### config.mk
export PLATFORM = sky130hd
export DESIGN_NAME = fpsr_game_timer_flat
export DESIGN_NICKNAME = d
export VERILOG_FILES = /design/src/rtl/fpsr_pkg.sv /design/src/rtl/fpsr_game_timer_if.sv /design/src/rtl/fpsr_bcd_counter.sv /design/src/rtl/fpsr_game_timer.sv /design/src/flat_wrapper.sv
export SDC_FILE = /design/constraint.sdc
export NUM_CORES = 1
export LEC_CHECK = 0
export ABC_CLOCK_PERIOD_IN_PS = 2400
export BUFFER_PORTS_ARGS = -buffer_cell sky130_fd_sc_hd__buf_2
export CAP_MARGIN = 20
export CORE_ASPECT_RATIO = 2
export CORE_UTILIZATION = 50
export CTS_BUF_LIST = sky130_fd_sc_hd__clkbuf_4
export DETAILED_ROUTE_END_ITERATION = 8
export HOLD_SLACK_MARGIN = 0.02
export PLACE_DENSITY = 0.81
export REMOVE_ABC_BUFFERS = 1
export SYNTH_ARGS = -nofsm -noshare
export SYNTH_HDL_FRONTEND = slang
export SYNTH_SLANG_ARGS = --single-unit
### constraint.sdc
create_clock -name Clk -period 2.4 [get_ports Clk]
set_input_delay 0.36 -clock Clk [delete_from_list [all_inputs] [get_ports Clk]]
set_output_delay 0.36 -clock Clk [all_outputs]
set_load 0.02 [all_outputs]
### src/rtl/fpsr_pkg.sv
// Shared game-timer definitions: timer states, minute limits and quiz defaults.
// Also used by the game-control FSM (MAX_TIME).
package fpsr_pkg;

  typedef enum logic [1:0] {
    ST_STOP   = 2'd0,
    ST_RUN    = 2'd1,
    ST_FREEZE = 2'd2
  } timer_state_e;

  localparam logic [7:0]  MAX_MINUTES         = 8'd255;
  localparam int unsigned DEFAULT_QUIZ_WINDOW = 10;
  localparam int unsigned MAX_TIME            = 120;

  function automatic logic [3:0] bcd_digit_inc(input logic [3:0] digit);
    return (digit == 4'd9) ? 4'd0 : digit + 4'd1;
  endfunction

endpackage

### src/rtl/fpsr_game_timer_if.sv
// FSM-flag / timer-output bundle between the game FSM and the game timer.
// The master side is the FSM and display path, the slave side is the timer.
interface fpsr_game_timer_if;

  logic       q_INI;
  logic       q_IDLE;
  logic       q_QUIZ_ANY;
  logic       q_WIN;
  logic       q_LOSE;
  logic [7:0] minutes;
  logic       min_tick;
  logic       running;
  logic [3:0] quiz_left;
  logic       quiz_expired;
  logic [3:0] bcd_hund;
  logic [3:0] bcd_tens;
  logic [3:0] bcd_ones;

  modport master (
    output q_INI, q_IDLE, q_QUIZ_ANY, q_WIN, q_LOSE,
    input  minutes, min_tick, running, quiz_left, quiz_expired,
           bcd_hund, bcd_tens, bcd_ones
  );

  modport slave (
    input  q_INI, q_IDLE, q_QUIZ_ANY, q_WIN, q_LOSE,
    output minutes, min_tick, running, quiz_left, quiz_expired,
           bcd_hund, bcd_tens, bcd_ones
  );

endinterface

### src/rtl/fpsr_bcd_counter.sv
// Three-digit BCD incrementer that saturates at 255, kept in lockstep with
// the binary minute counter so the display needs no divider.
module fpsr_bcd_counter
  import fpsr_pkg::*;
(
  input  logic       Clk,
  input  logic       Reset,
  input  logic       clear,
  input  logic       inc,
  output logic [3:0] hund,
  output logic [3:0] tens,
  output logic [3:0] ones
);

  logic [3:0] hund_q, hund_d;
  logic [3:0] tens_q, tens_d;
  logic [3:0] ones_q, ones_d;
  logic       at_max;

  always_comb begin
    hund_d = hund_q;
    tens_d = tens_q;
    ones_d = ones_q;
    at_max = (hund_q == 4'd2) && (tens_q == 4'd5) && (ones_q == 4'd5);
    if (clear) begin
      hund_d = '0;
      tens_d = '0;
      ones_d = '0;
    end else if (inc && !at_max) begin
      // Ripple the carry only when the lower digit wraps from 9.
      ones_d = bcd_digit_inc(ones_q);
      if (ones_q == 4'd9) begin
        tens_d = bcd_digit_inc(tens_q);
        if (tens_q == 4'd9) begin
          hund_d = hund_q + 4'd1;
        end
      end
    end
  end

  always_ff @(posedge Clk or negedge Reset) begin
    if (!Reset) begin
      hund_q <= '0;
      tens_q <= '0;
      ones_q <= '0;
    end else begin
      hund_q <= hund_d;
      tens_q <= tens_d;
      ones_q <= ones_d;
    end
  end

  assign hund = hund_q;
  assign tens = tens_q;
  assign ones = ones_q;

endmodule

### src/rtl/fpsr_game_timer.sv
// Game minute clock with per-quiz countdown, driven by the game FSM's state flags.
// Define FPSR_TIMER_BCD_EN to build the BCD display digits; otherwise they read 0.
module fpsr_game_timer
  import fpsr_pkg::*;
#(
  parameter int unsigned TICKS_PER_MIN = 100000000,
  parameter int unsigned QUIZ_WINDOW   = DEFAULT_QUIZ_WINDOW
) (
  input  logic                Clk,
  input  logic                Reset,
  fpsr_game_timer_if.slave    bus
);

  localparam int unsigned   PW         = (TICKS_PER_MIN > 1) ? $clog2(TICKS_PER_MIN) : 1;
  localparam logic [PW-1:0] PRESC_LAST = PW'(TICKS_PER_MIN - 1);
  localparam logic [3:0]    QUIZ_LOAD  = 4'(QUIZ_WINDOW);

  timer_state_e  state_q, state_d;
  logic [PW-1:0] presc_q, presc_d;
  logic [7:0]    minutes_q, minutes_d;
  logic          min_tick_q, min_tick_d;
  logic          running_q, running_d;
  logic [3:0]    quiz_left_q, quiz_left_d;
  logic          quiz_prev_q, quiz_prev_d;
  logic          terminal;
  logic          bcd_clear;
  logic          bcd_inc;

  always_comb begin
    state_d    = state_q;
    presc_d    = presc_q;
    minutes_d  = minutes_q;
    min_tick_d = 1'b0;
    bcd_clear  = 1'b0;
    bcd_inc    = 1'b0;
    terminal   = (presc_q == PRESC_LAST);

    if (bus.q_INI) begin
      state_d   = ST_STOP;
      presc_d   = '0;
      minutes_d = '0;
      bcd_clear = 1'b1;
    end else begin
      unique case (state_q)
        ST_STOP: begin
          presc_d   = '0;
          minutes_d = '0;
          bcd_clear = 1'b1;
          if (bus.q_IDLE) state_d = ST_RUN;
        end
        ST_RUN: begin
          // Game end wins over a coincident terminal count, so that minute is lost.
          if (bus.q_WIN || bus.q_LOSE) begin
            state_d = ST_FREEZE;
          end else begin
            presc_d = terminal ? '0 : presc_q + PW'(1);
            if (terminal && (minutes_q != MAX_MINUTES)) begin
              minutes_d  = minutes_q + 8'd1;
              min_tick_d = 1'b1;
              bcd_inc    = 1'b1;
            end
          end
        end
        ST_FREEZE: begin
          state_d = ST_FREEZE;
        end
        default: state_d = ST_STOP;
      endcase
    end

    running_d   = (state_d == ST_RUN);
    quiz_prev_d = bus.q_QUIZ_ANY;
    quiz_left_d = quiz_left_q;
    // A fresh quiz load takes precedence over a tick landing in the same cycle.
    if (bus.q_INI || !bus.q_QUIZ_ANY) begin
      quiz_left_d = '0;
    end else if (!quiz_prev_q) begin
      quiz_left_d = QUIZ_LOAD;
    end else if (min_tick_q && (quiz_left_q != 4'd0)) begin
      quiz_left_d = quiz_left_q - 4'd1;
    end
  end

  always_ff @(posedge Clk or negedge Reset) begin
    if (!Reset) begin
      state_q     <= ST_STOP;
      presc_q     <= '0;
      minutes_q   <= '0;
      min_tick_q  <= 1'b0;
      running_q   <= 1'b0;
      quiz_left_q <= '0;
      quiz_prev_q <= 1'b0;
    end else begin
      state_q     <= state_d;
      presc_q     <= presc_d;
      minutes_q   <= minutes_d;
      min_tick_q  <= min_tick_d;
      running_q   <= running_d;
      quiz_left_q <= quiz_left_d;
      quiz_prev_q <= quiz_prev_d;
    end
  end

  assign bus.minutes      = minutes_q;
  assign bus.min_tick     = min_tick_q;
  assign bus.running      = running_q;
  assign bus.quiz_left    = quiz_left_q;
  assign bus.quiz_expired = bus.q_QUIZ_ANY && (quiz_left_q == 4'd0);

`ifdef FPSR_TIMER_BCD_EN
  fpsr_bcd_counter u_bcd (
    .Clk   (Clk),
    .Reset (Reset),
    .clear (bcd_clear),
    .inc   (bcd_inc),
    .hund  (bus.bcd_hund),
    .tens  (bus.bcd_tens),
    .ones  (bus.bcd_ones)
  );
`else
  logic unused_bcd_ctrl;
  assign unused_bcd_ctrl = bcd_clear ^ bcd_inc;
  assign bus.bcd_hund    = '0;
  assign bus.bcd_tens    = '0;
  assign bus.bcd_ones    = '0;
`endif

endmodule

### src/flat_wrapper.sv
// flat-port wrapper written by rule: the top's interface ports become plain ports
module fpsr_game_timer_flat import fpsr_pkg::*;
#(
  parameter int unsigned TICKS_PER_MIN = 100000000,
  parameter int unsigned QUIZ_WINDOW   = DEFAULT_QUIZ_WINDOW
)
  (Clk, Reset, bus_q_INI, bus_q_IDLE, bus_q_QUIZ_ANY, bus_q_WIN, bus_q_LOSE, bus_minutes, bus_min_tick, bus_running, bus_quiz_left, bus_quiz_expired, bus_bcd_hund, bus_bcd_tens, bus_bcd_ones);
  fpsr_game_timer_if bus_i ();
  input  logic Clk;
  input  logic Reset;
  input wire logic [$bits(bus_i.q_INI)-1:0] bus_q_INI;
  input wire logic [$bits(bus_i.q_IDLE)-1:0] bus_q_IDLE;
  input wire logic [$bits(bus_i.q_QUIZ_ANY)-1:0] bus_q_QUIZ_ANY;
  input wire logic [$bits(bus_i.q_WIN)-1:0] bus_q_WIN;
  input wire logic [$bits(bus_i.q_LOSE)-1:0] bus_q_LOSE;
  output wire logic [$bits(bus_i.minutes)-1:0] bus_minutes;
  output wire logic [$bits(bus_i.min_tick)-1:0] bus_min_tick;
  output wire logic [$bits(bus_i.running)-1:0] bus_running;
  output wire logic [$bits(bus_i.quiz_left)-1:0] bus_quiz_left;
  output wire logic [$bits(bus_i.quiz_expired)-1:0] bus_quiz_expired;
  output wire logic [$bits(bus_i.bcd_hund)-1:0] bus_bcd_hund;
  output wire logic [$bits(bus_i.bcd_tens)-1:0] bus_bcd_tens;
  output wire logic [$bits(bus_i.bcd_ones)-1:0] bus_bcd_ones;
  assign bus_i.q_INI = bus_q_INI;
  assign bus_i.q_IDLE = bus_q_IDLE;
  assign bus_i.q_QUIZ_ANY = bus_q_QUIZ_ANY;
  assign bus_i.q_WIN = bus_q_WIN;
  assign bus_i.q_LOSE = bus_q_LOSE;
  assign bus_minutes = bus_i.minutes;
  assign bus_min_tick = bus_i.min_tick;
  assign bus_running = bus_i.running;
  assign bus_quiz_left = bus_i.quiz_left;
  assign bus_quiz_expired = bus_i.quiz_expired;
  assign bus_bcd_hund = bus_i.bcd_hund;
  assign bus_bcd_tens = bus_i.bcd_tens;
  assign bus_bcd_ones = bus_i.bcd_ones;
  fpsr_game_timer #(.TICKS_PER_MIN(TICKS_PER_MIN), .QUIZ_WINDOW(QUIZ_WINDOW)) u_core (.Clk(Clk), .Reset(Reset), .bus(bus_i));
endmodule
After elaboration in Yosys (flattened, before gate mapping)
Cells that the tools add are included.
{ "word_totals": {"elab_cells": 49, "register_bits": 44, "output_inout_bits": 27, "input_bits": 7} }
{ "classes": {"muxes": 19, "add_sub_neg": 3, "eq_ne": 8, "n_reduce_logical": 12} }
{ "ops": {"columns": ["operator", "n"], "rows": [
  ["$mux 27", 3],
  ["$pmux 27 s2", 1],
  ["$add 27x1->27 const B", 1],
  ["$eq 27x27->1 const B", 1],
  ["$mux 8", 3],
  ["$pmux 8 s2", 1],
  ["$mux 4", 3],
  ["$add 8x1->8 const B", 1],
  ["$ne 8x8->1 const B", 1],
  ["$mux 2", 3],
  ["$ne 3x3->1 const B", 2],
  ["$pmux 2 s3", 1],
  ["$eq 2x1->1 const B", 2],
  ["$logic_not 4->1", 1],
  ["$mux 1", 4],
  ["$reduce_bool 4->1", 1],
  ["$sub 4x1->4 const B", 1],
  ["$logic_and 1x1->1", 3],
  ["$ne 3x2->1 const B", 1],
  ["$reduce_and 3->1", 1],
  ["$reduce_bool 3->1", 1],
  ["$eq 2x2->1 const B", 1],
  ["$logic_not 2->1", 1],
  ["$logic_or 1x1->1", 2],
  ["other kinds (2)", 2]
]} }

Depth between registers and ports, before layout
Gate-level depths: netlist of the first run.
{ "logic_depth": {"ltp_word": 6, "mapped_depth": 8, "depth_no_buf": 7} }

Worst setup path after synthesis of the first run
No wires, ideal clock.
{ "synth_path": {"kind": "register to register", "start": "register u_core.presc_q[0]", "end": "register u_core.minutes_q[7] (netlist: u_core.bus.minutes[7])", "synth_period_minus_slack_ns": 2.136, "setup_time_ns": 0.069, "arrival_time_ns": 2.067, "path_slack_ns": 0.264, "path_stages_with_launch": 8, "required_time_ns": 2.331, "n_path_buf": 1, "cell_sequence": "dfrtp_1 -> ha_1 -> nand4_1 -> or3_1 -> or3_1 -> buf_6 -> or4_1 -> nand3_1"} }
{ "synth_via": {"elab_chain_cells": 4} }
{ "synth_lines": {"columns": ["item", "line", "text"], "rows": [
  ["start: declaration", "fpsr_game_timer.sv:19", "logic [PW-1:0] presc_q, presc_d;"],
  ["start signal: assignment", "fpsr_game_timer.sv:95", "presc_q <= presc_d;"],
  ["$eq 27x27->1", "fpsr_game_timer.sv:36", "terminal = (presc_q == PRESC_LAST);"],
  ["$logic_and 1x1->1", "fpsr_game_timer.sv:57", "if (terminal && (minutes_q != MAX_MINUTES)) begin"],
  ["$ne 3x2->1 (no line)", null, null],
  ["$reduce_and 3->1 (no line)", null, null],
  ["end signal: assignment", "fpsr_game_timer.sv:96", "minutes_q <= minutes_d;"],
  ["end: declaration", "fpsr_game_timer.sv:20", "logic [7:0] minutes_q, minutes_d;"]
]} }
Every way passes these cells.
A chain may end at the register's enable or synchronous reset.

Final worst setup path of the first run
Same ends and word-level chain as after synthesis.

==> metrics.cfg, run 1 <==
[setup_path]
path_cells = ha_1 -> nand4_1 -> or3_1 -> or3_4 -> or4_1 -> nand3_1
cpPeakStageDelay_ns = 0.48
cp_data_required_time_ns = 2.72
worstSetupEndpointType = flip-flop
worst-setup-path-type = reg -> reg
path_buf_inv = 0
cpLargestDelayFamily = simple AND/OR/NAND/NOR gates
cp.arrival_ns = 2.58
crit_fanout = 9
crit_path_top_delay_cell = or4_1
startpoint_type = flip-flop

[place]
hpwlAfterDp_um = 4490
port_buffers = 21
gp_congestion = 0.905
placedCellCount = 357
pre_cts_ws_ns = 0.0677
placed_area_um2 = 2730

[global_routing]
grt_max_degree = 28
track_usage_pct = 24.7
antenna_found_initial = 0
grt_pass1_vias = 2212
grt_pass1_wl_um = 9810
grt_overflow_total = 0

[clock_network]
clk_path_buf_depth = 2
worst_skew_pair.late_latency_ns = 0.37
cts_made_buffers = 5
cts_tree = done
cts.sinks = 44
clk_pin_slew_worst_paths_ns = 0.14
cts_setup_buffers = 0
ctsHtreeMaxLevel = 2
root_buffer = clkbuf_4

[routing]
ant_nets = 0
vias_per_cell = 6.05
wl_per_cell_um = 16.3
drtIter0Drc = 95
post-route-drc-count = 0
firstDrtPassIters = 4
vias = 2213
wl_um = 5960

[finish]
stdcell_area_um2 = 2810
diodes = 0
area_growth_pct = 11.2
multi_input_area_um2 = 1310
fin_cells = 366
fillers = 429
nets = 319
layout-drive-gt1-share_pct = 16.8
ff_latch_area_um2 = 1100

[floorplan]
io_pins = 34
dieArea_um2 = 5360
placementRows = 36
core_um2 = 4860
die_y_um = 103
die_w_um = 52.3
initial_core_util_pct = 51.9

[sta]
rsz0062_at_grt = no
worst_slack_ns = 0.141
worst_slew_pin_slew_ns = 0.653
hold_viol = 0
finalCriticalPeriod_ns = 2.26
holdWs_ns = 0.141
max-slew-margin-rel_pct = 56.1
setup_violations = 0
finClkSkew_ns = 0.0220
timing.fmax_mhz = 443
slew_violations = 0
period_share_pct = 94.1

[synth]
synth_edf_count = 0
synthDistinctLibCells = 49
synth_area_um2 = 2530
ys_ff_latch = 44
synthFlopType = dfrtp_1
syn_avg_cell_area_um2 = 9.15
async_reset_ff_share_pct = 100
synth_warnings = 0
netlist_instances = 276
ys_seq_area_share_pct = 43.6

[power_and_ir_drop]
powerDensity_nw_per_um2 = 452
leakagePower_nw = 1.17
ir_drop_v = 0.000331
finalPower_mw = 1.27

[hold_path]
worstHoldPathType = in -> reg

[run]
maxCapViolations = 0

[run_status]
status = finished, final reports clean

==> sequential cells by signal, indices dropped and copies added (netlist names) <==
signal and cells:
u_core.bus.minutes 8, u_core.state_q 2, u_core.bus.running 1, u_core.bus.min_tick 1
u_core.quiz_prev_q 1, u_core.presc_q 27, u_core.bus.quiz_left 4
==> timing repair <==
item,in CTS,in global routing
resized for setup,0,3
endpoints found under the setup margin,0,27
hold buffers,1,0
hold endpoints to repair,25,0
==> cells by family after synthesis <==
group,synth area share (%)
simple gates,28.4
buf+inv,6.98
compound gates,10.1
mux,0.842
xor+xnor,7.97
fa+ha+maj,1.98
other cells,0.148
flops,43.6
==> cell usage after synthesis (all sizes together) (2+ instances only) <==
cell type  instances  share of area, %
o31a               2              0.69
nor4              11               2.7
o41ai              5               1.7
nand2             24               3.6
o311ai             4               1.4
buf               16               4.6
inv               10               1.5
nor2              33               4.9
ha                 4               2.0
or4                4               1.2
o21ai              2              0.40
nand3             16               3.2
and3               3              0.74
xnor2             15               5.2
clkbuf             6              0.89
a31oi              2              0.50
nand4             14               4.0
xor2               8               2.8
or3                3              0.74
nor4bb             2              0.79
or2                2              0.50
and4               3               1.0
o31ai              2              0.59
and2               2              0.50
dfrtp             44                44
nor3              11               2.2
a21oi              8               1.7
nand3b             4               1.2
==> power by group <==
| group | internal (mW) | total (mW) | switching [mW] | leakage, nW |
|---|---|---|---|---|
| Sequential | 0.750 | 0.759 | 0.00910 | 0.609 |
| Combinational | 0.0433 | 0.136 | 0.0930 | 0.528 |
| Clock | 0.136 | 0.373 | 0.238 | 0.0338 |
==> final cells by class <==
class,count,share of cell area (%)
tap,57,2.54
sequential,44,39.2
clock buffer,7,1.87
clock inverter,1,0.134
inverter,10,1.34
timing repair buffer,36,8.29
multi-input combinational,211,46.6
==> layout by cell type (no fill, tap or decap), types with 3 or more instances in the layout <==
cell type,n
nand4_1,12
inv_1,10
nand2_1,24
xor2_1,8
clkbuf_4,7
nand3b_1,4
buf_4,13
buf_2,21
ha_1,4
dfrtp_1,44
o41ai_1,5
conb_1,12
nand3_1,16
xnor2_1,15
nor4_1,11
o311ai_1,4
and3_1,3
and4_1,3
or4_1,3
nor3_1,11
nor2_1,33
a21oi_1,6
==> metrics by stage <==
| stage | TNS [ns] | util (%) |
|---|---|---|
| floorplan | -0.0273 | - |
| CTS | 0 | 57.4 |
| global placement | 0 | 56.0 |
| finish | 0 | 57.7 |
| global route | 0 | 57.7 |
| detailed placement | 0 | 56.0 |
==> layer usage <==
metal	track usage [%]	part of all wire, %	wire (um)	vias to the layer above
li1	-	-	-	1036
met1	23.3	35	2060	1070
met2	47.3	57	3410	84
met3	3.39	3.9	230	23
met4	15.2	4.3	259	0
met5	0	0	0	-
==> path summary, 6_finish.rpt <==
kind	to	slack, ns	startpoint	cells past startpoint
min	u_core.quiz_prev_q	0.14	bus_q_QUIZ_ANY	1
max reg2reg	u_core.bus.minutes[7]	0.14	u_core.presc_q[0]	6
max in group asynchronous	u_core.presc_q[4]	1.27	Reset	3
min reg2reg	u_core.presc_q[24]	0.49	u_core.presc_q[24]	1
max	u_core.bus.minutes[7]	0.14	u_core.presc_q[0]	6
min in group asynchronous	u_core.bus.minutes[5]	0.52	Reset	2
No activity file was read; power rests on OpenSTA's default activity.
==> run 2: changes to the inputs <==
- ABC_AREA: default -> 1
- ABC_CLOCK_PERIOD_IN_PS: 2400 -> 2100
- PLACE_DENSITY: 0.81 -> 0.8
- clock period: 2.4 -> 2.1 ns (I/O delays scaled with it)
==> metrics.cfg, run 2 <==
[run_status]
status = finished, final reports clean

[clock_network]
holdBufCountCts = 1
root_buffer = clkbuf_4
clk_pin_slew_worst_paths_ns = 0.13
clk_path_buf_depth = 2
worst_skew_pair.late_latency_ns = 0.38
cts_tree = done
ctsHtreeMaxLevel = 2
cts_setup_buffers = 0
cts.sinks = 44
cts_made_buffers = 5
cts_resized = 0

[place]
port_buffers = 21
gp_congestion = 1.00
hpwlAfterDp_um = 5600

[finish]
fillers = 539
diodes = 0
final_common_cell = nand2_1
layout_common_cells = 109 x nand2_1, 67 x nor2_1, 48 x inv_1
area_growth_pct = 7.26
multi_input_area_um2 = 1460
ff_latch_area_um2 = 1100
layout-drive-gt1-share_pct = 12.6
largest_reg_flops = 27
regMostFlops = u_core.presc_q
nets = 447

[setup_path]
cp_data_required_time_ns = 2.35
crit_fanout = 14
cpLargestDelayFamily = simple AND/OR/NAND/NOR gates
path_buf_inv = 2
startpoint_type = flip-flop
cp.arrival_ns = 2.08
path_cells = ha_1 -> nand3_1 -> inv_1 -> nand2_1 -> inv_2 -> nand3_2 -> a21oi_4 -> nor2_1
worstSetupEndpointType = flip-flop
cpPeakStageDelay_ns = 0.44
crit_path_top_delay_cell = a21oi_4
worst-setup-path-type = reg -> reg

[sta]
timing.fmax_mhz = 548
setup_violations = 0
finClkSkew_ns = 0.0133
fin_tns_setup_ns = 0
period_share_pct = 86.9
max-slew-margin-rel_pct = 52.0
rsz0062_at_grt = no
worst_slew_pin_slew_ns = 0.720
finalCriticalPeriod_ns = 1.82
holdWs_ns = 0.0455
slew_violations = 0
hold_viol = 0

[routing]
post-route-drc-count = 0
vias_per_cell = 5.40
wl_um = 7160
ant_nets = 0
firstDrtPassIters = 4
wl_per_cell_um = 14.4
vias = 2686
drtIter0Drc = 169

[global_routing]
track_usage_pct = 25.7
grt_overflow_total = 0
grt_pass1_wl_um = 11900
grt_max_degree = 32
antenna_found_initial = 0
grt_pass1_vias = 2687

[synth]
synthAdderAreaFrac_pct = 1.76
synth-xor-area-share_pct = 2.77
synthDistinctLibCells = 27
synth_edf_count = 0
synth_top_area_share_pct = 38.7
synth_warnings = 0
async_reset_ff_share_pct = 100
yosysMostFrequentCell = nand2_1
ys_ff_latch = 44
synthMuxAreaShare_pct = 0
synth_area_um2 = 2840
netlist_instances = 410
ys_seq_area_share_pct = 38.7
synth_common_cells = 109 x nand2_1, 67 x nor2_1, 48 x inv_1, 44 x dfrtp_1, 44 x nand3_1
synthTopCellsByArea = dfrtp_1 39%, nand2_1 14%, nor2_1 8.8%, nand3_1 7.7%, inv_1 6.3%
synth_top_family_by_area = simple AND/OR/NAND/NOR gates
synth_top_area_cell = dfrtp_1
synth_compound_area_share_pct = 5.72
syn_avg_cell_area_um2 = 6.93
synthFlopType = dfrtp_1
synthSimpleGateAreaFrac_pct = 39.7

[power_and_ir_drop]
pwr-share-comb_pct = 10.7
p_sw_uw = 427
p_int_mw = 1.16
powerDensity_nw_per_um2 = 520
sw_frac_of_total_pct = 26.9
leakagePower_nw = 1.45
ir_drop_v = 0.000591
seqPwrFrac_pct = 54.7
pwr-share-clk_pct = 34.6

[floorplan]
initial_core_util_pct = 52.0
core_um2 = 5470
die_w_um = 55.3
die_y_um = 109
dieArea_um2 = 6010
placementRows = 38
io_pins = 34

[run]
maxCapViolations = 0

[hold_path]
worstHoldPathType = in -> reg

run 2: changes by cell type after synthesis, sizes merged, moves of 5 or more:
cell / previous run / this run
o41ai: 5 / 0
xnor2: 15 / 3
nor4: 11 / 1
nand3: 16 / 45
o21ai: 2 / 11
nor2: 33 / 79
inv: 10 / 51
nand2: 24 / 114
clkbuf: 6 / 0
run 2: layout make-up:
type,instances,share of cell area (%)
clock buffer,6,1.48
tap,60,2.46
clock inverter,2,1.15
sequential,44,36.1
multi-input combinational,309,48.0
timing repair buffer,25,4.51
inverter,51,6.28
run 2: layer usage:
metal  track usage, %  vias up  routed length, um  part of all wire (%)
li1                 -     1324                  -                     -
met1             22.5     1244               2490                    35
met2             51.3       86               4010                    56
met3             3.80       32                271                   3.8
met4             18.0        0                383                   5.3
met5                0        -                  0                     0
run 2: power groups by stage:
| stage | registers [mW] | logic [mW] | clock network [mW] |
|---|---|---|---|
| 3_5_place_dp | 0.885 | 0.168 | 0 |
| 5_1_grt | 0.871 | 0.188 | 0.589 |
| 2_1_floorplan | 0.891 | 0.0996 | 0 |
| 6_report | 0.869 | 0.170 | 0.548 |
| 3_3_place_gp | 0.885 | 0.165 | 0 |
| 4_1_cts | 0.869 | 0.171 | 0.556 |
run 2: path summary, 6_finish.rpt:
| path | from | end | slack, ns | depth (start not counted) |
|---|---|---|---|---|
| max | u_core.presc_q[1] | u_core.presc_q[15] | 0.28 | 8 |
| max reg2reg | u_core.presc_q[1] | u_core.presc_q[15] | 0.28 | 8 |
| min | bus_q_QUIZ_ANY | u_core.quiz_prev_q | 0.05 | 1 |
| min reg2reg | u_core.state_q[0] | u_core.state_q[1] | 0.46 | 1 |
| min in group asynchronous | Reset | u_core.bus.quiz_left[1] | 0.50 | 2 |
| max in group asynchronous | Reset | u_core.presc_q[16] | 1.00 | 3 |
run 2: through the flow:
stage,power [mW],cells,cell area [um2],setup slack [ns],utilization (%)
after detailed placement,1.05,488,2960,0.339,54.1
after global placement,1.05,488,2960,0.393,54.1
final,1.59,497,3050,0.275,55.8
after floorplan,0.991,404,2760,0.484,-
after CTS,1.60,497,3050,0.298,55.8
after global routing,1.65,497,3050,0.143,55.8
run 2: cells by family (layout without fill, tap and decap cells):
logic type               count (synthesis)  after routing
AO/OA/AOI/OAI                           28             28
XOR/XNOR                                 9              9
adder cells (fa/ha/maj)                  4              4
buffers and inverters                   68             84
flip-flops                              44             44
other                                    1             12
AND/OR/NAND/NOR                        256            256
==> run 3: changes to the inputs <==
- PLACE_DENSITY: 0.8 -> 0.7
==> metrics.cfg, run 3 (synthesis gave the netlist of run 2 again) <==
[run_status]
status = finished, final reports clean

[clock_network]
clk_path_buf_depth = 2
cts_resized = 0
worst_skew_pair.late_latency_ns = 0.39
clk_pin_slew_worst_paths_ns = 0.15
cts_tree = done
root_buffer = clkbuf_4
cts_made_buffers = 5
cts.sinks = 44
ctsHtreeMaxLevel = 2

[finish]
final_common_cell = nand2_1
largest_reg_flops = 27
diodes = 0
nets = 451
area_growth_pct = 8.54
layout_common_cells = 109 x nand2_1, 67 x nor2_1, 48 x inv_1
layout-drive-gt1-share_pct = 13.2
regMostFlops = u_core.presc_q

[routing]
ant_nets = 0
drtIter0Drc = 105
post-route-drc-count = 0
wl_per_cell_um = 13.8
vias_per_cell = 5.25
wl_um = 6890
firstDrtPassIters = 4
vias = 2628

[floorplan]
initial_core_util_pct = 52.0
dieArea_um2 = 6010
core_um2 = 5470
placementRows = 38
die_w_um = 55.3
io_pins = 34
die_y_um = 109

[global_routing]
antenna_found_initial = 0
track_usage_pct = 24.8
grt_pass1_wl_um = 11400
grt_max_degree = 19
grt_overflow_total = 0
grt_pass1_vias = 2545

[place]
hpwlAfterDp_um = 5490
port_buffers = 21
pre_cts_ws_ns = 0.332
gp_congestion = 0.930

[power_and_ir_drop]
pwr-share-clk_pct = 35.3
leakagePower_nw = 1.47
p_int_mw = 1.16
p_sw_uw = 454
powerDensity_nw_per_um2 = 522
seqPwrFrac_pct = 53.9
ir_drop_v = 0.000515
pwr-share-comb_pct = 10.8
sw_frac_of_total_pct = 28.2

[sta]
period_share_pct = 85.8
hold_viol = 0
worst_slack_ns = 0.299
finClkSkew_ns = 0.0196
setup_violations = 0
timing.fmax_mhz = 555
rsz0062_at_grt = no
finalCriticalPeriod_ns = 1.80
holdWs_ns = 0.147
fin_tns_setup_ns = 0
slew_violations = 0

[setup_path]
startpoint_type = flip-flop
cp.arrival_ns = 2.06
cpPeakStageDelay_ns = 0.43
crit_path_top_delay_cell = a21oi_4
worst-setup-path-type = reg -> reg
path_cells = ha_1 -> nand3_1 -> inv_1 -> nand2_1 -> inv_2 -> nand3_2 -> a21oi_4 -> nor2_1
cp_data_required_time_ns = 2.36
crit_fanout = 14
worstSetupEndpointType = flip-flop

[hold_path]
worstHoldPathType = in -> reg

[run]
maxCapViolations = 0

==> run 3: changes by cell type in the layout (fill, tap and decap cells not counted), sizes merged <==
cell / before / now
buf: 24 / 27
clkinvlp: 0 / 1
clkinv: 1 / 0
clkbuf: 6 / 5
inv: 51 / 52
dlygate4sd3: 1 / 2
==> run 3: path summary, 6_finish.rpt <==
kind                                    from                       to  slack (ns)  cells after the start
max                        u_core.presc_q[0]        u_core.presc_q[9]        0.30                      8
min                                bus_q_INI       u_core.bus.running        0.15                      2
max reg2reg                u_core.presc_q[0]        u_core.presc_q[9]        0.30                      8
min reg2reg                u_core.state_q[0]        u_core.state_q[1]        0.48                      1
max in group asynchronous              Reset    u_core.bus.minutes[7]        1.17                      3
min in group asynchronous              Reset  u_core.bus.quiz_left[1]        0.36                      2
==> run 3: worst max-delay path, delay by kind of cell, from the launching register on <==
kind	cells	cell delay, ns
AOI/OAI and AO/OA	1	0.43
DFF	1	0.41
buffers and inverters	2	0.22
and+or+nand+nor	4	0.43
adders and majority gates	1	0.18
==> run 3: area by class of cell <==
type | count | area, um2
well taps | 60 | 75.1
clock inverters | 3 | 46.3
repair buffers | 29 | 170
clock buffers | 5 | 37.5
fillers | 547 | 2380
flip-flops and latches | 44 | 1100
multi-input cells | 309 | 1460
inverters | 51 | 191
==> run 3: metrics by stage <==
| step | instances | power (mW) | util (%) | cell area (um2) |
|---|---|---|---|---|
| 6_report | 501 | 1.61 | 56.4 | 3090 |
| 5_1_grt | 501 | 1.68 | 56.4 | 3090 |
| 4_1_cts | 500 | 1.63 | 56.2 | 3080 |
| 3_5_place_dp | 491 | 1.06 | 54.5 | 2980 |
| 3_3_place_gp | 491 | 1.06 | 54.5 | 2980 |
| 2_1_floorplan | 404 | 0.991 | - | 2760 |
==> run 3: layer usage <==
| metal | vias up | GRT usage, % | wire (um) |
|---|---|---|---|
| li1 | 1328 | - | - |
| met1 | 1192 | 22.6 | 2400 |
| met2 | 76 | 46.9 | 3750 |
| met3 | 32 | 4.51 | 249 |
| met4 | 0 | 20.0 | 488 |
| met5 | - | 0 | 0 |
==> run 3: power groups by stage <==
stage	clock, mW	combinational [mW]	sequential [mW]
detailed placement	0	0.173	0.885
CTS	0.586	0.175	0.869
global route	0.612	0.196	0.871
global placement	0	0.172	0.885
floorplan	0	0.0996	0.891
finish	0.568	0.174	0.869
==> run 3: repair_timing <==
item / 4_1_cts / 5_1_grt
buffers inserted: 0 / 0
hold buffers: 1 / 1
hold endpoints to repair: 16 / 1
